`src/rtl/div_seq.sv`:
```
// div_seq: sequential restoring divider, one quotient bit per clock.
// Unsigned N-bit dividend / M-bit divisor -> N-bit quotient, M-bit remainder.
// Controlled by a start/busy/done handshake; results are held between completions.
module div_seq #(
    parameter int N = 8,
    parameter int M = 4
) (
    input  logic         clk,
    input  logic         rst_n,
    input  logic         start,
    input  logic [N-1:0] dividend,
    input  logic [M-1:0] divisor,
    output logic         busy,
    output logic         done,
    output logic [N-1:0] q,
    output logic [M-1:0] r,
    output logic         dbz
);

    localparam int CW = (N > 1) ? $clog2(N) : 1;
    localparam logic [CW-1:0] LAST = CW'(N - 1);

    typedef enum logic {
        IDLE = 1'b0,
        RUN  = 1'b1
    } state_t;

    // Control state and registered outputs
    state_t        state_q;
    logic [CW-1:0] cnt_q;
    logic          busy_q;
    logic          done_q;
    logic [N-1:0]  q_q;
    logic [M-1:0]  r_q;
    logic          dbz_q;

    // Working datapath registers (not reset: always loaded on accept before use)
    logic [M:0]    rem_q;
    logic [N-1:0]  sreg_q;
    logic [M-1:0]  dvs_q;
    logic [M-1:0]  dvd_lo_q;
    logic          zero_q;

    // Next-state of one restoring step
    logic [M:0]    shifted;
    logic [M:0]    trial;
    logic [M:0]    rem_d;
    logic [N-1:0]  sreg_d;
    logic          accept;

    assign accept = rst_n && (state_q == IDLE) && start;

    // One restoring step: shift in the next dividend bit, try to subtract the divisor.
    // The partial remainder never exceeds divisor-1, so trial fits in M+1 bits and
    // its MSB is the sign.
    always_comb begin
        shifted = {rem_q[M-1:0], sreg_q[N-1]};
        trial   = shifted - {1'b0, dvs_q};
        rem_d   = trial[M] ? shifted : trial;
        sreg_d  = {sreg_q[N-2:0], ~trial[M]};
    end

    // Datapath: load operands on accept, iterate while running
    always_ff @(posedge clk) begin
        if (accept) begin
            rem_q    <= '0;
            sreg_q   <= dividend;
            dvs_q    <= divisor;
            dvd_lo_q <= dividend[M-1:0];
            zero_q   <= (divisor == '0);
        end else if (state_q == RUN) begin
            rem_q  <= rem_d;
            sreg_q <= sreg_d;
        end
    end

    // Control FSM with registered handshake and result outputs
    always_ff @(posedge clk) begin
        if (!rst_n) begin
            state_q <= IDLE;
            cnt_q   <= '0;
            busy_q  <= 1'b0;
            done_q  <= 1'b0;
            q_q     <= '0;
            r_q     <= '0;
            dbz_q   <= 1'b0;
        end else begin
            done_q <= 1'b0;
            case (state_q)
                IDLE: begin
                    if (start) begin
                        state_q <= RUN;
                        busy_q  <= 1'b1;
                        cnt_q   <= '0;
                    end
                end
                RUN: begin
                    cnt_q <= cnt_q + 1'b1;
                    if (cnt_q == LAST) begin
                        state_q <= IDLE;
                        busy_q  <= 1'b0;
                        done_q  <= 1'b1;
                        dbz_q   <= zero_q;
                        // A zero divisor discards the iteration result
                        if (zero_q) begin
                            q_q <= '1;
                            r_q <= dvd_lo_q;
                        end else begin
                            q_q <= sreg_d;
                            r_q <= rem_d[M-1:0];
                        end
                    end
                end
                default: state_q <= IDLE;
            endcase
        end
    end

    assign busy = busy_q;
    assign done = done_q;
    assign q    = q_q;
    assign r    = r_q;
    assign dbz  = dbz_q;

endmodule

```
`config.mk`:
```
export PLATFORM = sky130hd
export DESIGN_NAME = div_seq
export DESIGN_NICKNAME = d
export VERILOG_FILES = /design/src/rtl/div_seq.sv
export SDC_FILE = /design/constraint.sdc
export NUM_CORES = 1
export LEC_CHECK = 0
export BUFFER_PORTS_ARGS = -buffer_cell sky130_fd_sc_hd__buf_2
export CAP_MARGIN = 20
export CORE_UTILIZATION = 55
export CTS_CLUSTER_SIZE = 40
export DETAILED_ROUTE_END_ITERATION = 8
export PLACE_DENSITY = 0.83
export SLEW_MARGIN = 20
export SYNTH_ARGS = -nofsm -noshare
export SYNTH_HDL_FRONTEND = slang
export SYNTH_SLANG_ARGS = --single-unit
export TNS_END_PERCENT = 100
```
`constraint.sdc`:
```
create_clock -name clk -period 2.45 [get_ports clk]
set_input_delay 0.49 -clock clk [delete_from_list [all_inputs] [get_ports clk]]
set_output_delay 0.49 -clock clk [all_outputs]
set_load 0.02 [all_outputs]
```
==> flow_summary.toml <==
[sta]
layout_min_cycle_time_ns = 2.29
worstMarginPinSlew_ns = 0.531
tns_ns = 0
hold_ws_ns = 0.334
rsz0062_at_grt = "no"
hold_violations = 0
slew_headroom_pct = 63.7
finClkSkew_ns = 0.0157
fmaxAchievable_mhz = 437
slew_violations = 0
setup_viol = 0
period_share_pct = 93.5

[setup_path]
cp-start-kind = "register"
critPathArrivalTime_ns = 2.55
cp_top_family = "compound AO/OA/AOI/OAI gates"
crit_required_ns = 2.71
crit_top_cell = "inv_1"
path_cells = "inv_1, ha_1, inv_1, fa_1, a211o_4, a2111oi_0, a221oi_2, o41ai_2"
crit_fanout = 7
r2r_slack_ns = 0.16
crit_buf_inv = 2
cp_slowest_cell = "a2111oi_0"
end_kind = "register"
critPathKind = "register to register"
slowest_delay_ns = 0.52

[cts]
postCtsSetupBuffers = 0
hold_buffers = 0
clk_latency_ns = 0.34
numCtsBuffers = 5
cts_tree = "built"
cts_resized = 0
h-tree-depth = 2
clock-sinks = 40
clockRootBuffer = "clkbuf_4"
cts_buffer_depth = 2
clkSlewWorstSetupHoldPaths_ns = 0.12

[global_route]
grt_start_max_net_pins = 23
grt_antenna_before_repair = 0
grt_overflow = 0
grtUsageTotal_pct = 22.6
grt_pass1_wl_mm = 5.85
grt_pass1_vias = 1251

[drt]
vias = 1465
drc_errors = 0
viasPerCell = 5.57
drt_iter0_drc = 101
wirelength_mm = 3.73
final_antenna_net_count = 0
drtPass1Iterations = 4
wl_per_cell_um = 14.2

[yosys]
syn_area_um2 = 1910
syn_avg_cell_area_um2 = 10.2
synth-async-reset-ratio_pct = 0
synth-edff-count = 17
syn_nets = 209
ys_ff_latch = 40
synthCells = 187
ys_seq_area_share_pct = 50.8
ys.flop_type = "dfxtp_1"
ys_types = 47
ys_warn_count = 0

[place]
portBuffers = 29
dp_hpwl_mm = 2.77
gp_congestion = 0.805

[pwr]
total_power_mw = 1.72
power.leakage_nw = 0.907
p_per_area_nw_per_um2 = 793
vdd_ir_drop_max_uv = 516

[cells_and_area]
num_antenna_cells = 0
fillers = 275
nNetsFinal = 238
drive_gt1_share_pct = 26.7
syn_to_final_growth_pct = 13.5

[floorplanning]
ios = 30
die-area_um2 = 3720
die_y_um = 61.0
num_rows = 21
initial_core_util_pct = 57.3
core_um2 = 3340
die_x_um = 61.0

[run]
drv_cap = 0

[outcome]
outcome = "finished clean"

[min_path]
hp-class = "input port to register"
## layout by cell type, fill, tap and decap left out, types with 2 or more instances in the layout
cell	count
dfxtp_1	23
inv_1	10
or2_2	2
nor2_1	14
nand2b_1	5
a32oi_1	2
clkbuf_4	5
mux2_2	7
nand3_1	9
nor3_1	16
buf_4	4
o211ai_1	2
nand4_1	3
a21oi_1	11
buf_2	29
ha_1	6
or3_1	2
a211oi_1	4
nand2_1	13
nor3b_1	3
o21ai_0	3
edfxtp_1	17
## kinds of logic (layout without fill, tap and decap cells)
family	after synthesis	after routing	share of synthesized area, %
adders and majority gates	7	7	4.97
and+or+nand+nor	76	76	20.9
DFF	40	40	50.8
muxes	7	7	4.12
xor gates and xnor gates	2	2	0.916
AOI/OAI and AO/OA	34	34	13.7
buffers and inverters	21	51	4.71
## routing by layer
layer / GRT usage, % / routed length (um) / up-vias
li1: - / - / 741
met5: 0 / 0 / -
met4: 7.79 / 30 / 0
met1: 30.7 / 1760 / 670
met2: 35.6 / 1750 / 50
met3: 5.12 / 187 / 4
## final cells by class
cell class / count / area [um^2] / share of cell area, %
clock buffers: 5 / 37.5 / 1.73
clock inverters: 3 / 41.3 / 1.90
inverters: 10 / 37.5 / 1.73
multi-input cells: 126 / 852 / 39.2
flip-flops and latches: 40 / 971 / 44.7
well taps: 46 / 57.6 / 2.65
repair buffers: 33 / 175 / 8.06
## synth_stat cells, types with 3 or more instances
cell | count | share of area, %
dfxtp_1 | 23 | 24
edfxtp_1 | 17 | 27
nor3_1 | 16 | 4.2
nor2_1 | 14 | 2.7
nand2_1 | 13 | 2.6
a21oi_1 | 11 | 2.9
inv_1 | 10 | 2.0
nand3_1 | 9 | 2.4
mux2_2 | 7 | 4.1
clkbuf_1 | 6 | 1.2
ha_1 | 6 | 3.9
nand2b_1 | 5 | 1.6
a211oi_1 | 4 | 1.6
buf_2 | 3 | 0.78
nand4_1 | 3 | 0.98
nor3b_1 | 3 | 1.2
o21ai_0 | 3 | 0.78
## report_power, final
group / internal [mW] / total [mW] / switching (mW)
Clock: 0.214 / 0.423 / 0.209
Sequential: 0.763 / 0.839 / 0.0761
Combinational: 0.200 / 0.461 / 0.261
## registers in the layout, summed over array words and instances (netlist names)
| signal | count |
|---|---|
| cnt_q | 3 |
| busy | 1 |
| done | 1 |
| zero_q | 1 |
| state_q | 1 |
| r | 4 |
| rem_q | 4 |
| q | 8 |
| dvs_q | 4 |
| sreg_q | 8 |
| dvd_lo_q | 4 |
| dbz | 1 |
## worst paths after layout
| kind | from | endpoint | cells after the start |
|---|---|---|---|
| worst min register to register | dbz | dbz | 2 |
| worst min-delay path | dividend[1] | dvd_lo_q[1] | 1 |
| worst max register to register | sreg_q[7] | r[3] | 8 |
| worst max-delay path | sreg_q[7] | r[3] | 8 |
## metrics by stage
step	setup WS (ns)	area [um^2]	util [%]	instances
4_1_cts	0.193	2170	65.1	263
6_report	0.160	2170	65.1	263
5_1_grt	0.0429	2170	65.1	263
3_5_place_dp	0.201	2090	62.7	255
2_1_floorplan	0.287	1910	-	187
3_3_place_gp	0.284	2090	62.7	255
No activity file was read; power rests on OpenSTA's default activity.
